===== config.mk =====
export PLATFORM = sky130hd
export DESIGN_NAME = hybrid_noc_router_lookup_cfg
export DESIGN_NICKNAME = d
export VERILOG_FILES = /design/src/rtl/hybrid_noc_pkg.sv /design/src/rtl/hybrid_noc_skid_buffer.sv /design/src/rtl/hybrid_noc_router_lookup_cfg.sv
export SDC_FILE = /design/constraint.sdc
export NUM_CORES = 1
export LEC_CHECK = 0
export BUFFER_PORTS_ARGS = -buffer_cell sky130_fd_sc_hd__buf_2
export CAP_MARGIN = 40
export CORE_ASPECT_RATIO = 2
export CORE_MARGIN = 5
export CORE_UTILIZATION = 55
export DETAILED_ROUTE_END_ITERATION = 10
export PLACE_DENSITY_LB_ADDON = 0.15
export SYNTH_ARGS = -nofsm -noshare
export SYNTH_HDL_FRONTEND = slang
export SYNTH_SLANG_ARGS = --single-unit

===== constraint.sdc =====
create_clock -name clk -period 12.15 [get_ports clk]
set_input_delay 3.645 -clock clk [delete_from_list [all_inputs] [get_ports clk]]
set_output_delay 3.645 -clock clk [all_outputs]
set_load 0.005 [all_outputs]

===== src/rtl/hybrid_noc_pkg.sv =====
`default_nettype none
// +----------------------------------------------------------------------------+
// | hybrid_noc_pkg                                                             |
// | Shared types and elaboration helpers for the hybrid NoC router lookup.     |
// | Rev 1.0                                                                    |
// +----------------------------------------------------------------------------+
package hybrid_noc_pkg;

    // Route entry at the default table geometry ({valid, port}).
    localparam int c_ROUTE_PORT_W = 3;

    typedef struct packed {
        logic                      valid;
        logic [c_ROUTE_PORT_W-1:0] port;
    } route_entry_t;

    function automatic int clog2(input int value);
        int result;
        int span;
        result = 0;
        span   = 1;
        while (span < value) begin
            span   = span * 2;
            result = result + 1;
        end
        return result;
    endfunction

    // Link-select field is at least one bit wide even for a single local link.
    function automatic int lsel_w(input int links);
        return (links > 1) ? clog2(links) : 1;
    endfunction

endpackage
`default_nettype wire


===== src/rtl/hybrid_noc_skid_buffer.sv =====
`default_nettype none
// +----------------------------------------------------------------------------+
// | hybrid_noc_skid_buffer                                                     |
// | Two-entry buffer with registered ready; sustains one transfer per cycle.   |
// | Rev 1.0                                                                    |
// +----------------------------------------------------------------------------+
module hybrid_noc_skid_buffer #(
    parameter int WIDTH = 8
) (
    input  logic             clk,
    input  logic             rst,
    input  logic             i_push,
    input  logic [WIDTH-1:0] i_data,
    output logic             o_ready,
    input  logic             i_pop,
    output logic             o_valid,
    output logic [WIDTH-1:0] o_data
);

    logic [WIDTH-1:0] r_mem [2];
    logic             r_wr_ptr;
    logic             r_rd_ptr;
    logic             r_ready;
    logic [1:0]       r_count;
    logic [1:0]       w_count_nxt;
    logic             w_push;
    logic             w_pop;

    assign w_push = i_push & r_ready;
    assign w_pop  = i_pop & (r_count != 2'd0);

    always_comb begin
        w_count_nxt = r_count;
        if (w_push & ~w_pop) begin
            w_count_nxt = r_count + 2'd1;
        end else if (w_pop & ~w_push) begin
            w_count_nxt = r_count - 2'd1;
        end
    end

    // Ready is derived from next occupancy so it is a pure flop output.
    always_ff @(posedge clk) begin
        if (rst) begin
            r_wr_ptr <= 1'b0;
            r_rd_ptr <= 1'b0;
            r_count  <= 2'd0;
            r_ready  <= 1'b1;
        end else begin
            if (w_push) r_wr_ptr <= ~r_wr_ptr;
            if (w_pop)  r_rd_ptr <= ~r_rd_ptr;
            r_count <= w_count_nxt;
            r_ready <= (w_count_nxt != 2'd2);
        end
    end

    always_ff @(posedge clk) begin
        if (w_push) r_mem[r_wr_ptr] <= i_data;
    end

    assign o_ready = r_ready;
    assign o_valid = (r_count != 2'd0);
    assign o_data  = r_mem[r_rd_ptr];

endmodule
`default_nettype wire


===== src/rtl/hybrid_noc_router_lookup_cfg.sv =====
`default_nettype none
// +----------------------------------------------------------------------------+
// | hybrid_noc_router_lookup_cfg                                               |
// | Input-port route lookup with writable table, local-link select, discard.   |
// | Rev 1.0                                                                    |
// +----------------------------------------------------------------------------+
module hybrid_noc_router_lookup_cfg
    import hybrid_noc_pkg::*;
#(
    parameter int FLIT_WIDTH  = 32,
    parameter int PORTS       = 5,
    parameter int TABLE_WIDTH = 3,
    parameter int DESTS       = 9,
    parameter int DEST_WIDTH  = 10,
    parameter int DEST_POS    = 0,
    parameter int LOCAL       = 0,
    parameter int LOCAL_LINKS = 2,
    parameter int LINK_POS    = 23,
    parameter logic [DESTS*(TABLE_WIDTH+1)-1:0] ROUTES_INIT = '0,
    parameter int CNT_WIDTH   = 16
) (
    input  logic                   clk,
    input  logic                   rst,
    input  logic [FLIT_WIDTH-1:0]  in_flit,
    input  logic                   in_valid,
    input  logic                   in_last,
    output logic                   in_ready,
    output logic [FLIT_WIDTH-1:0]  out_flit,
    output logic [PORTS-1:0]       out_valid,
    output logic                   out_last,
    input  logic [PORTS-1:0]       out_ready,
    input  logic                   cfg_we,
    input  logic [DEST_WIDTH-1:0]  cfg_addr,
    input  logic [TABLE_WIDTH:0]   cfg_data,
    output logic [CNT_WIDTH-1:0]   discard_cnt,
    input  logic                   discard_clr
);

    localparam int c_ENTRY_W = TABLE_WIDTH + 1;
    localparam int c_LSEL_W  = lsel_w(LOCAL_LINKS);
    localparam int c_IDX_W   = (DESTS > 1) ? clog2(DESTS) : 1;
    localparam int c_SUM_W   = TABLE_WIDTH + 3;
    localparam int c_BUF_W   = FLIT_WIDTH + 1 + PORTS;
    localparam int c_DLIM_W  = DEST_WIDTH + 1;
    localparam logic [DEST_WIDTH:0]    c_DEST_LIMIT = c_DLIM_W'(DESTS);
    localparam logic [TABLE_WIDTH-1:0] c_LOCAL_PORT = TABLE_WIDTH'(LOCAL);

    localparam logic [1:0] c_S_HEAD = 2'd0;
    localparam logic [1:0] c_S_BODY = 2'd1;
    localparam logic [1:0] c_S_DROP = 2'd2;

    typedef struct packed {
        logic                   valid;
        logic [TABLE_WIDTH-1:0] port;
    } entry_t;

    entry_t                r_table [DESTS];
    logic [1:0]            r_state;
    logic [PORTS-1:0]      r_req;
    logic [CNT_WIDTH-1:0]  r_discard_cnt;

    logic [DEST_WIDTH-1:0] w_dest;
    logic                  w_dest_ok;
    entry_t                w_entry;
    logic                  w_hdr_drop;
    logic [c_LSEL_W-1:0]   w_sel_raw;
    logic [c_SUM_W-1:0]    w_sel;
    logic [c_SUM_W-1:0]    w_idx;
    logic [PORTS-1:0]      w_req;
    logic                  w_is_head;
    logic                  w_xfer;
    logic                  w_push;
    logic [PORTS-1:0]      w_push_vec;
    logic                  w_buf_ready;
    logic                  w_buf_valid;
    logic [c_BUF_W-1:0]    w_head_data;
    logic [PORTS-1:0]      w_head_vec;
    logic                  w_pop;

    // Combinational lookup; the table read sees the pre-write entry.
    always_comb begin
        w_dest     = in_flit[DEST_POS +: DEST_WIDTH];
        w_dest_ok  = ({1'b0, w_dest} < c_DEST_LIMIT);
        w_entry    = w_dest_ok ? r_table[w_dest[c_IDX_W-1:0]] : '0;
        w_hdr_drop = ~w_dest_ok | ~w_entry.valid;
        w_sel_raw  = in_flit[LINK_POS +: c_LSEL_W];
        w_sel      = '0;
        if ((w_entry.port == c_LOCAL_PORT) &&
            (c_SUM_W'(w_sel_raw) < c_SUM_W'(LOCAL_LINKS))) begin
            w_sel = c_SUM_W'(w_sel_raw);
        end
        w_idx = c_SUM_W'(w_entry.port) + w_sel;
        for (int p = 0; p < PORTS; p++) begin
            w_req[p] = (w_idx == c_SUM_W'(p));
        end
    end

    assign w_is_head  = (r_state == c_S_HEAD);
    assign in_ready   = (r_state == c_S_DROP) | (w_is_head & w_hdr_drop) | w_buf_ready;
    assign w_xfer     = in_valid & in_ready;
    assign w_push     = w_xfer & ((r_state == c_S_BODY) | (w_is_head & ~w_hdr_drop));
    assign w_push_vec = w_is_head ? w_req : r_req;

    always_ff @(posedge clk) begin
        if (rst) begin
            r_state       <= c_S_HEAD;
            r_req         <= '0;
            r_discard_cnt <= '0;
            for (int i = 0; i < DESTS; i++) begin
                r_table[i] <= ROUTES_INIT[i*c_ENTRY_W +: c_ENTRY_W];
            end
        end else begin
            if (w_xfer) begin
                if (w_is_head) begin
                    r_req   <= w_req;
                    r_state <= in_last ? c_S_HEAD : (w_hdr_drop ? c_S_DROP : c_S_BODY);
                end else if (in_last) begin
                    r_state <= c_S_HEAD;
                end
            end
            if (discard_clr) begin
                r_discard_cnt <= '0;
            end else if (w_xfer & w_is_head & w_hdr_drop & ~(&r_discard_cnt)) begin
                r_discard_cnt <= r_discard_cnt + CNT_WIDTH'(1);
            end
            if (cfg_we && ({1'b0, cfg_addr} < c_DEST_LIMIT)) begin
                r_table[cfg_addr[c_IDX_W-1:0]] <= cfg_data;
            end
        end
    end

    hybrid_noc_skid_buffer #(
        .WIDTH (c_BUF_W)
    ) u_skid (
        .clk     (clk),
        .rst     (rst),
        .i_push  (w_push),
        .i_data  ({in_flit, in_last, w_push_vec}),
        .o_ready (w_buf_ready),
        .i_pop   (w_pop),
        .o_valid (w_buf_valid),
        .o_data  (w_head_data)
    );

    assign {out_flit, out_last, w_head_vec} = w_head_data;
    assign out_valid   = w_buf_valid ? w_head_vec : '0;
    assign w_pop       = |(out_valid & out_ready);
    assign discard_cnt = r_discard_cnt;

endmodule
`default_nettype wire

==> flow_summary.yaml <==
outcome:
  status: "complete, no violations"
layout:
  seqCellArea_um2: 3950
  multi_input_area_um2: 2310
  nNetsFinal: 655
  drive_above_1_share_pct: 33.9
  area_growth_pct: 20.2
  fillers: 851
timing:
  post-route-period-util_pct: 74.5
  tns_ps: 0
  hold_slack_ps: 474
  worst_slew_pin_slew_ps: 574
  hold_viol_final: 0
  clock_skew_ps: 8.97
  max_freq_ghz: 0.111
  final-max-slew-violation-count: 0
  slew_headroom_pct: 61.4
  setup_violations: 0
  rsz0062_at_grt: "false"
  min_period_ps: 9050
place:
  place_congestion: 0.858
  portBuffers: 111
  dp_hpwl_um: 9970
yosys:
  synth_cell_types: 72
  yosys-top-cells-area: "edfxtp_1, dfxtp_1, mux2_2"
  synth_top_family_by_area: "simple AND/OR/NAND/NOR gates"
  synthCells: 480
  synth_compound_area_share_pct: 9.62
  synth_fa_ha_area_share_pct: 0.940
  synth_seq_cells: 141
  yosys.area_share.xor_xnor_pct: 0.627
  synth.largest_area_cell: "edfxtp_1"
  synth_top_area_share_pct: 52.6
  async_reset_ff_share_pct: 0
  synth.cell_area_um2: 6390
  synth_mux_area_share_pct: 9.11
  synth_simple_gate_area_share_pct: 15.7
  yosys_warnings: 0
  syn-num-nets: 541
  synth_flop_cell: "edfxtp_1"
  synth-edff-count: 112
  yosysSeqAreaShare_pct: 61.7
  syn_area_per_cell_um2: 13.3
global_route:
  grt-ovfl-total: 0
  grt_util_all_layers_pct: 20.1
  grt_pass1_vias: 4545
  grt_pass1_wl_um: 21700
  antenna_found_initial: 1
  grt_max_degree: 37
power_and_ir_drop:
  vdd_drop_max_uv: 106
  p_per_area_nw_per_um2: 161
  leakagePower_nw: 2.87
worst_setup_path:
  cp.arrival_ps: 5400
  cp.depth: 7
  cp_cell_sequence: "buf_2 > mux2i_1 > nor2_1 > o2111ai_2 > a21oi_1 > o21bai_1 > buf_2"
  critPathMaxStageDelay_ps: 420
  path_buf_inv: 2
  crit_fanout: 21
  required_ps: 8500
  cpMostUsedCell: "buf_2"
  reg2reg_depth: 10
  cp_top_family: "compound AO/OA/AOI/OAI gates"
  cp_slowest_cell: "o2111ai_2"
  start_kind: "input pin"
  end_kind: "output port"
  worstSetupPathType: "in -> out"
routing:
  first_pass_iters: 4
  route.detailed.drc: 0
  vias: 4356
  ant_nets: 0
  routed_wl_um: 13400
  drt_iter0_markers: 238
  vias_per_cell: 5.81
  routedWlPerCell_um: 17.9
floorplan:
  initial_utilization_pct: 56.3
  core-area_um2: 11400
  die-area_um2: 14000
  die_h_um: 162
  rows: 55
  io_pins: 112
  die_w_um: 86.2
hold_path:
  min_path_type: "reg -> reg"
  hold_depth: 1
run:
  maxCapViolCount: 0
clock_tree:
  cts_resized: 0
  clock-root-buffer: "clkbuf_16"
  htree_levels: 4
  clk_path_buf_depth: 2
  clock_latency_ps: 410
  cts_sinks: 141
  clk_pin_slew_ps: 60
  cts_buffers: 17
  cts_tree: "built"
  postCtsSetupBuffers: 0
  cts_hold_buffers: 0
state kept, by name (all words and copies together) (netlist names), named ones only:
signal           count
u_skid.o_ready       1
u_skid.r_wr_ptr      1
r_req                5
r_state              2
u_skid.r_rd_ptr      1
u_skid.r_count       2
u_skid.r_mem        76
r_table             36
discard_cnt         16
routing by layer:
layer / global-route usage [%] / share of wire [%] / vias to the layer above
li1: - / - / 2080
met3: 5.57 / 5.9 / 42
met1: 21.0 / 36 / 2069
met4: 12.3 / 4.5 / 0
met2: 34.9 / 54 / 165
met5: 0 / 0 / -
stage by stage:
stage / cell area [um^2] / std cells / power (mW) / utilization, % / setup WS, ps
5_1_grt: 7680 / 750 / 1.29 / 67.6 / 2980
6_report: 7680 / 750 / 1.23 / 67.6 / 3100
3_3_place_gp: 7040 / 715 / 0.721 / 62.0 / 3210
4_1_cts: 7680 / 749 / 1.24 / 67.6 / 3110
2_1_floorplan: 6390 / 480 / 0.667 / - / 3820
3_5_place_dp: 7080 / 717 / 0.731 / 62.4 / 3120
layout make-up:
cell class / instances / share of cell area, %
flip-flops and latches: 141 / 51.4
multi-input cells: 309 / 30.1
repair buffers: 114 / 7.85
clock buffers: 19 / 5.77
well taps: 142 / 2.31
clock inverters: 13 / 2.02
inverters: 11 / 0.538
diodes: 1 / 0.0326
power by group:
part / internal (mW) / leakage, nW / switching [mW]
sequential: 0.535 / 1.27 / 0.00969
combinational: 0.0878 / 1.32 / 0.0869
clock: 0.313 / 0.284 / 0.203
total: 0.935 / 2.87 / 0.299
kinds of logic after synthesis:
group | after synthesis
muxes | 52
buffers and inverters | 30
DFF | 141
xor gates and xnor gates | 3
and+or+nand+nor | 168
adders and majority gates | 5
AOI/OAI and AO/OA | 81
path summary, 6_finish.rpt:
kind | from | slack (ps) | end
max reg2reg | r_table[7][0] | 9240 | u_skid.r_mem[1][4]
max | in_flit[0] | 3100 | in_ready
min | r_req[3] | 470 | r_req[3]
min reg2reg | r_req[3] | 470 | r_req[3]
synthesized netlist by cell type (4+ instances only):
master,instances
o31ai_1,4
nor4_1,5
edfxtp_1,112
a32o_1,6
inv_1,11
a21oi_1,22
nor3_1,6
nor4b_1,4
or4_1,5
buf_1,4
nor2_1,26
and2_1,44
mux2i_1,15
clkbuf_1,7
nand2_1,20
o21ai_0,10
dfxtp_1,29
nand3b_1,4
nand3_1,11
or2_2,8
o22ai_1,4
buf_2,6
and3_1,6
mux2_2,35
ha_1,4
cells in the final DEF, fill, tap and decap left out, drive strengths merged, types with 13 or more instances in the layout:
master  count
mux2i      15
nand3      13
nand2      21
inv        17
buf       114
nor2       26
edfxtp    112
and2       44
dfxtp      29
mux2       36
clkbuf     19
a21oi      23
Power figures use the tool's default switching activity.
